===== src/rtl/nand_seq_pkg.sv =====
`default_nettype none
// ============================================================================
// Module      : nand_seq_pkg
// Description : Shared opcode/state enums and per-opcode NAND step counts.
// Revision    : 1.0 - initial release
// ============================================================================
package nand_seq_pkg;

    typedef enum logic [1:0] {
        OP_NOT = 2'd0,
        OP_AND = 2'd1,
        OP_OR  = 2'd2,
        OP_XOR = 2'd3
    } op_t;

    typedef enum logic [1:0] {
        IDLE = 2'd0,
        RUN  = 2'd1,
        DONE = 2'd2
    } state_t;

    // NAND evaluations needed per result bit, indexed by opcode
    localparam logic [3:0][2:0] STEPS = {3'd4, 3'd3, 3'd2, 3'd1};

endpackage
`default_nettype wire


===== src/rtl/myNAND.sv =====
`default_nettype none
// ============================================================================
// Module      : myNAND
// Description : Single 1-bit NAND gate shared by the sequencer.
// Revision    : 1.0 - initial release
// ============================================================================
module myNAND (
    input  logic inA,
    input  logic inB,
    output logic out
);

    assign out = ~(inA & inB);

endmodule
`default_nettype wire


===== src/rtl/nand_sequencer.sv =====
`default_nettype none
// ============================================================================
// Module      : nand_sequencer
// Description : Bit-serial NOT/AND/OR/XOR unit built from one shared NAND gate.
// Revision    : 1.0 - initial release
// ============================================================================
module nand_sequencer
    import nand_seq_pkg::*;
#(
    parameter int WIDTH = 8
) (
    input  logic             clk,
    input  logic             rst,
    input  logic             start_valid,
    output logic             start_ready,
    input  logic [1:0]       op,
    input  logic [WIDTH-1:0] opA,
    input  logic [WIDTH-1:0] opB,
    output logic             result_valid,
    input  logic             result_ready,
    output logic [WIDTH-1:0] result,
    output logic [15:0]      nand_evals
);

    localparam int IDX_W = (WIDTH > 1) ? $clog2(WIDTH) : 1;
    localparam logic [IDX_W-1:0] LAST_IDX = IDX_W'(WIDTH - 1);
    localparam logic [IDX_W-1:0] IDX_ONE  = IDX_W'(1);

    state_t             state_q, state_d;
    op_t                op_q, op_d;
    logic [WIDTH-1:0]   a_q, a_d, b_q, b_d;
    logic [WIDTH-1:0]   result_q, result_d;
    logic [IDX_W-1:0]   idx_q, idx_d;
    logic [1:0]         step_q, step_d;
    logic               t_q, t_d, u_q, u_d, v_q, v_d;
    logic [15:0]        evals_q, evals_d;

    logic               a_bit, b_bit, last_step;
    logic               nand_a, nand_b, nand_y;

    myNAND u_nand (
        .inA (nand_a),
        .inB (nand_b),
        .out (nand_y)
    );

    assign a_bit     = a_q[idx_q];
    assign b_bit     = b_q[idx_q];
    assign last_step = ({1'b0, step_q} == (STEPS[op_q] - 3'd1));

    always_comb begin
        state_d  = state_q;
        op_d     = op_q;
        a_d      = a_q;
        b_d      = b_q;
        idx_d    = idx_q;
        step_d   = step_q;
        t_d      = t_q;
        u_d      = u_q;
        v_d      = v_q;
        result_d = result_q;
        evals_d  = evals_q;
        nand_a   = 1'b0;
        nand_b   = 1'b0;

        case (state_q)
            IDLE: begin
                if (start_valid) begin
                    op_d    = op_t'(op);
                    a_d     = opA;
                    b_d     = opB;
                    idx_d   = '0;
                    step_d  = '0;
                    state_d = RUN;
                end
            end
            RUN: begin
                evals_d = evals_q + 16'd1;
                // Operand mux: choose the NAND inputs for this op/step pair
                case (op_q)
                    OP_NOT: begin nand_a = a_bit; nand_b = a_bit; end
                    OP_AND: begin
                        if (step_q == 2'd0) begin nand_a = a_bit; nand_b = b_bit; end
                        else                begin nand_a = t_q;   nand_b = t_q;   end
                    end
                    OP_OR: begin
                        if (step_q == 2'd0)      begin nand_a = a_bit; nand_b = a_bit; end
                        else if (step_q == 2'd1) begin nand_a = b_bit; nand_b = b_bit; end
                        else                     begin nand_a = t_q;   nand_b = u_q;   end
                    end
                    default: begin
                        if (step_q == 2'd0)      begin nand_a = a_bit; nand_b = b_bit; end
                        else if (step_q == 2'd1) begin nand_a = a_bit; nand_b = t_q;   end
                        else if (step_q == 2'd2) begin nand_a = b_bit; nand_b = t_q;   end
                        else                     begin nand_a = u_q;   nand_b = v_q;   end
                    end
                endcase

                if (last_step) begin
                    result_d[idx_q] = nand_y;
                    step_d          = '0;
                    if (idx_q == LAST_IDX) begin
                        state_d = DONE;
                    end else begin
                        idx_d = idx_q + IDX_ONE;
                    end
                end else begin
                    step_d = step_q + 2'd1;
                    case (step_q)
                        2'd0:    t_d = nand_y;
                        2'd1:    u_d = nand_y;
                        default: v_d = nand_y;
                    endcase
                end
            end
            DONE: begin
                if (result_ready) begin
                    state_d = IDLE;
                end
            end
            default: state_d = IDLE;
        endcase
    end

    always_ff @(posedge clk or posedge rst) begin
        if (rst) begin
            state_q  <= IDLE;
            op_q     <= OP_NOT;
            a_q      <= '0;
            b_q      <= '0;
            idx_q    <= '0;
            step_q   <= '0;
            t_q      <= 1'b0;
            u_q      <= 1'b0;
            v_q      <= 1'b0;
            result_q <= '0;
            evals_q  <= '0;
        end else begin
            state_q  <= state_d;
            op_q     <= op_d;
            a_q      <= a_d;
            b_q      <= b_d;
            idx_q    <= idx_d;
            step_q   <= step_d;
            t_q      <= t_d;
            u_q      <= u_d;
            v_q      <= v_d;
            result_q <= result_d;
            evals_q  <= evals_d;
        end
    end

    assign start_ready  = (state_q == IDLE);
    assign result_valid = (state_q == DONE);
    assign result       = result_q;
    assign nand_evals   = evals_q;

endmodule
`default_nettype wire


===== config.mk =====
export PLATFORM = sky130hd
export DESIGN_NAME = nand_sequencer
export DESIGN_NICKNAME = d
export VERILOG_FILES = /design/src/rtl/nand_seq_pkg.sv /design/src/rtl/myNAND.sv /design/src/rtl/nand_sequencer.sv
export SDC_FILE = /design/constraint.sdc
export NUM_CORES = 1
export LEC_CHECK = 0
export CORE_MARGIN = 2
export CORE_UTILIZATION = 45
export CTS_CLUSTER_DIAMETER = 60
export DETAILED_ROUTE_END_ITERATION = 12
export GPL_TIMING_DRIVEN = 0
export HOLD_SLACK_MARGIN = 0.05
export PLACE_DENSITY = 0.73
export REMOVE_ABC_BUFFERS = 1
export SLEW_MARGIN = 0
export SYNTH_ARGS = -nofsm -noshare
export SYNTH_HDL_FRONTEND = slang
export SYNTH_SLANG_ARGS = --single-unit

===== constraint.sdc =====
create_clock -name clk -period 2.85 [get_ports clk]
set_clock_uncertainty 0.15 [all_clocks]
set_input_delay 0.4275 -clock clk [delete_from_list [all_inputs] [get_ports clk]]
set_output_delay 0.4275 -clock clk [all_outputs]
set_load 0.03 [all_outputs]

Yosys cells after proc, flatten, opt, wreduce, memory -nomap -nowiden. Index checks and enable logic that the tools add are counted.

Word-level logic and storage cells: 86. Bits of input ports: 22. Output and inout port bits: 26. Register bits: 52.

Add/sub/neg operators: 4. Reduce and logical (&&, ||, !) cells: 14. Eq/ne operators: 13. Bitwise logic cells: 4. Magnitude comparators: 3. Multiplexer cells: 37.

Operators with widths (number): 2-to-1 mux 1 bit (17); adder 16 x 1 -> 16 bit (second input constant) (1); 2-to-1 mux 2 bit (6); 2-to-1 mux 3 bit (4); AND reduction 3 bit (3); bitwise mux 8 bit (1); != test 2 bit (second input constant) (4); AND reduction 4 bit (2); binary-select mux 1 bit (select 3 bit) (2); binary-select mux 3 bit (select 2 bit) (1); equality test 2 x 1 -> 1 bit (second input constant) (3); equality test 2 bit (second input constant) (3); zero test 2 bit (3); one-hot mux 1 bit (3 select lines) (2); one-hot mux 2 bit (3 select lines) (1); one-hot mux 3 bit (2 select lines) (1); AND reduction 2 bit (3); < comparator 3 x 4 -> 1 bit (second input constant) (1); one-hot mux 2 bit (2 select lines) (1); adder 3 x 1 -> 3 bit (second input constant) (1); demux 1 bit (select 3 bit) (1); equality test 2 x 3 -> 1 bit (1); equality test 3 bit (second input constant) (1); greater-or-equal comparator 3 x 1 -> 1 bit (second input constant) (1); other kinds (9) (11).

Depth between registers and ports, before layout.
Word-level depth: 10. Mapped depth: 10. Mapped depth without buffers: 8.

By module. A second synthesis with hierarchy kept.

Cells, all modules: 215. Area total of the unflattened synthesis: 2568.7 um^2.

By module, submodules not included: nand_sequencer (seq. area each 1301.2 um^2, area each 2565.0 um^2, times used 1, cells each 214); myNAND (seq. area each 0.0 um^2, area each 3.8 um^2, times used 1, cells each 1).

Worst setup path before layout. OpenSTA, ideal clock, no wires.

Kind: register -> register. From: reg step_q[1]. To: reg result_q[1] (netlist: result[1]). Setup slack: 0.255 ns. Stages on the path, launching flop included: 10. Setup time: 0.125 ns. Clock period less this slack: 2.595 ns. Data arrival time: 2.321 ns. Path buffers: 1. Required time: 2.575 ns. Cells stage by stage: dfrtp_1 -> inv_1 -> ha_1 -> or3b_1 -> a21oi_1 -> a311o_1 -> a31oi_1 -> or4_1 -> buf_2 -> mux2_2.

Cells in the longest elaborated chain, start to end: 9. Elaborated cells between the ends (all ways): 24. Those cells by class: eq/ne (3); mux (17); bitwise (2); reduce/logical (2).

RTL lines: start, declared (RTL line nand_sequencer.sv:34) `logic [1:0] step_q, step_d;`; start signal, assigned (RTL line nand_sequencer.sv:144) `step_q <= step_d;`; equality test 2 bit (RTL line nand_sequencer.sv:94) `else if (step_q == 2'd2) begin nand_a = b_bit; nand_b = t_q; end`; 2-to-1 mux 1 bit (RTL line nand_sequencer.sv:94); 2-to-1 mux 1 bit (RTL line nand_sequencer.sv:93) `else if (step_q == 2'd1) begin nand_a = a_bit; nand_b = t_q; end`; 2-to-1 mux 1 bit (RTL line nand_sequencer.sv:92) `if (step_q == 2'd0) begin nand_a = a_bit; nand_b = b_bit; end`; one-hot mux 1 bit (3 select lines) (RTL line nand_sequencer.sv:80) `case (op_q)`; 2-to-1 mux 1 bit (RTL line nand_sequencer.sv:66) `case (state_q)`; AND 1 bit (RTL line myNAND.sv:13) `assign out = ~(inA & inB);`; NOT 1 bit (RTL line myNAND.sv:13); bitwise mux 8 bit (RTL line nand_sequencer.sv:100) `result_d[idx_q] = nand_y;`; end signal, assigned (RTL line nand_sequencer.sv:148) `result_q <= result_d;`; end, declared (RTL line nand_sequencer.sv:32) `logic [WIDTH-1:0] result_q, result_d;`.

Several ways; a longest one is shown, not always the timed one. A chain may end at the register's enable or synchronous reset.

Final worst setup path.
From: reg step_q[0]. To: reg result_q[2] (netlist: result[2]).

Same word-level chain as after synthesis.

==> metrics.txt <==
Hold Path Class=reg -> reg; vias in the first global route=roughly 1800; die height=around 81 microns; relative slew slack=39.9%; fin cells=364; layout cells sized above 1=approximately an eighth; Peak supply drop=0.000494 V; Leakage Power=1.39 nW; max cap viols=0; status=finished, final reports clean; CTS Buf Count=5; hpwl dp=3.59 mm; H-tree depth=2; top cells by area, synth=dfrtp_1 (49%), mux2_2 (10%), ha_1 (4.7%); largest area contributor in the netlist=dfrtp_1; metal3 WL=151 microns; Layout Cell Area excl Fill=3270 sq um; Post-DP Area=3160 sq um; fin. max-slew vios=0; RePlAce Congestion=slightly below 0.9; clk buf depth=2; initial antenna violation count=0; vias=1903; final setup TNS=0 ns; Worst Max-Slew Pin Slew=0.902 ns; Root Buffer Master=clkbuf_8; WS Path Type=reg -> reg; initial core utilization=a little under half; Post-Place Cells=354; Worst setup EP type=register; Post-Syn Instances=approximately 250; initial DRC count=approximately 110; Port Buffer Count=47; unrepaired setup endpoints after global routing=no; WL/cell=13.7 microns; met2 WL=2.44 mm; Met1 Wirelength=2.36 mm; Final Setup Violations=0; CP max FO=8; Syn. warnings=0; Top Metal Used=met4; Seq cells post-synth=52; I/O pin count=48; CTS tree=built; fin crit share=95.8%; CP max stage delay=between 0.6 and 0.7 ns; CTS Sinks=52; Final Hold Violating Endpoints=0; drt first pass iters=4; Core ar.=~5600 sq um; Syn Area/Cell=approximately 11 sq um; top cell type's share of synthesized area=49.3%; library cells used by synthesis=42; Final Power=~3.6 mW; Critical Path AT=2.77 ns; Worst-Skew Late Latency=around 0.3 ns; power per cell area=1110 nW/um^2; first-pass GRT wire length=8.49 mm; CP Launch Type=register; die area=6500 sq um; Final min period=2.73 ns; Tot GR Track Use=16.9%; CP delay by family, top=simple AND/OR/NAND/NOR gates; Row Count=27; Synth Cell Area=2640 sq um; slowest CP cell=or4_4; Routed Antenna Nets=0; worst-path cell chain=inv_1 > ha_1 > or3b_1 > a21oi_1 > a311o_1 > a31oi_1 > or4_4 > mux2_2; remaining routing DRC violations=0; CP required=2.89 ns; register area share after synthesis=approximately 50%; diodes inserted=0; largest net degree at the start of global routing=28; Max Clock Freq=~370 MHz; Final #Nets=323; Reg clk slew, reported paths=0.10 ns; Die Span X=80.6 microns; P&R area growth vs syn=23.7%; WP buf/inv=1; drt total wl=between 4 and 5 mm; total global routing overflow=0; vias per cell=5.23
-- path summary, 6_finish.rpt --
| kind | from | to | slack (ns) | cells past startpoint |
|---|---|---|---|---|
| worst max-delay path | step_q[0] | result[2] | 0.12 | 8 |
| worst min-delay path | nand_evals[15] | nand_evals[15] | 0.33 | 1 |
| worst max register to register | step_q[0] | result[2] | 0.12 | 8 |
| worst min register to register | nand_evals[15] | nand_evals[15] | 0.33 | 1 |
| max in group asynchronous | rst | step_q[1] | 1.67 | 3 |
| min in group asynchronous | rst | nand_evals[13] | 0.35 | 2 |
-- layout by cell type, fill, tap and decap left out, drive strengths merged, types with 3 or more instances in the layout --
| cell | synthesis | layout |
|---|---|---|
| nor3 | 6 | 6 |
| nand2 | 24 | 24 |
| a22o | 4 | 4 |
| and2 | 5 | 5 |
| and3 | 3 | 3 |
| a21oi | 7 | 7 |
| xnor2 | 12 | 12 |
| nand3 | 10 | 10 |
| mux2i | 7 | 7 |
| nor3b | 3 | 3 |
| ha | 10 | 10 |
| clkdlybuf4s50 | 0 | 47 |
| a31oi | 3 | 3 |
| a22oi | 3 | 3 |
| o21ai | 8 | 8 |
| mux2 | 24 | 24 |
| dfrtp | 52 | 52 |
| clkbuf | 4 | 7 |
| nor2b | 6 | 6 |
| nor2 | 15 | 15 |
| inv | 9 | 9 |
| xor2 | 4 | 4 |
| nand4 | 3 | 3 |
| buf | 7 | 3 |
-- registers in the layout, indices dropped and copies added, names as in the netlist --
| register | cells |
|---|---|
| t_q | 1 |
| idx_q | 3 |
| op_q | 2 |
| v_q | 1 |
| b_q | 8 |
| nand_evals | 16 |
| step_q | 2 |
| u_q | 1 |
| result | 8 |
| state_q | 2 |
| a_q | 8 |
-- stage by stage --
| stage | worst slack, ns | hold WS [ns] | utilization (%) |
|---|---|---|---|
| after global routing | 0.0126 | 0.374 | 58.6 |
| after CTS | 0.0659 | 0.336 | 58.3 |
| after global placement | 0.00272 | 0.311 | 56.3 |
| final | 0.120 | 0.329 | 58.6 |
| after floorplan | 0.259 | 0.314 | - |
| after detailed placement | -0.0184 | 0.321 | 56.7 |
-- where the power goes --
| group | switching (mW) | leakage, nW | internal, mW |
|---|---|---|---|
| combinational | 0.987 | 0.705 | 0.893 |
| clock | 0.237 | 0.0424 | 0.176 |
| sequential | 0.283 | 0.642 | 1.04 |
-- synth_stat cells (all sizes together) --
master   instances
a22oi            3
o2bb2ai          1
nand2           24
buf              7
nor2            15
a21boi           1
mux2            24
and2             5
nand3b           1
nand4            3
a22o             4
nand3           10
mux2i            7
dfrtp           52
a41oi            1
nor2b            6
or3              1
nor3             6
xnor2           12
nor4             1
ha              10
a311o            1
inv              9
a31oi            3
nor3b            3
and3b            1
o21ai            8
or2              1
or4              1
xor2             4
a221oi           1
nand2b           2
clkbuf           4
o311ai           2
or3b             1
a21oi            7
and3             3
-- cell families (layout without fill, tap and decap cells) --
group,Yosys count,count (layout),share of synthesized area (%)
and+or+nand+nor,84,84,16.0
adders and majority gates,10,10,4.74
muxes,31,31,12.9
xor gates and xnor gates,16,16,5.31
DFF,52,52,49.3
AOI/OAI and AO/OA,32,32,8.24
buffers and inverters,20,67,3.60
-- repair_timing --
| item | in CTS | in global routing |
|---|---|---|
| hold buffers | 0 | 0 |
| setup buffers | 0 | 2 |
| gates resized for setup | 1 | 1 |
| pin swaps | 0 | 0 |
| setup endpoints to repair | 8 | 8 |
-- per-layer routing --
layer,track usage [%],vias to the layer above
li1,-,945
met1,23.2,929
met2,27.3,25
met3,3.71,4
met4,4.07,0
met5,0,-
-- final cells by class --
| cell class | count | area [sq um] |
|---|---|---|
| clock buffer | 7 | 76.3 |
| clock inverter | 1 | 8.76 |
| fill | 516 | 2310 |
| inverter | 9 | 33.8 |
| multi-input combinational | 173 | 1250 |
| sequential | 52 | 1300 |
| tap | 72 | 90.1 |
| timing repair buffer | 50 | 505 |
Note: power is estimated with default switching activity, not from simulation.
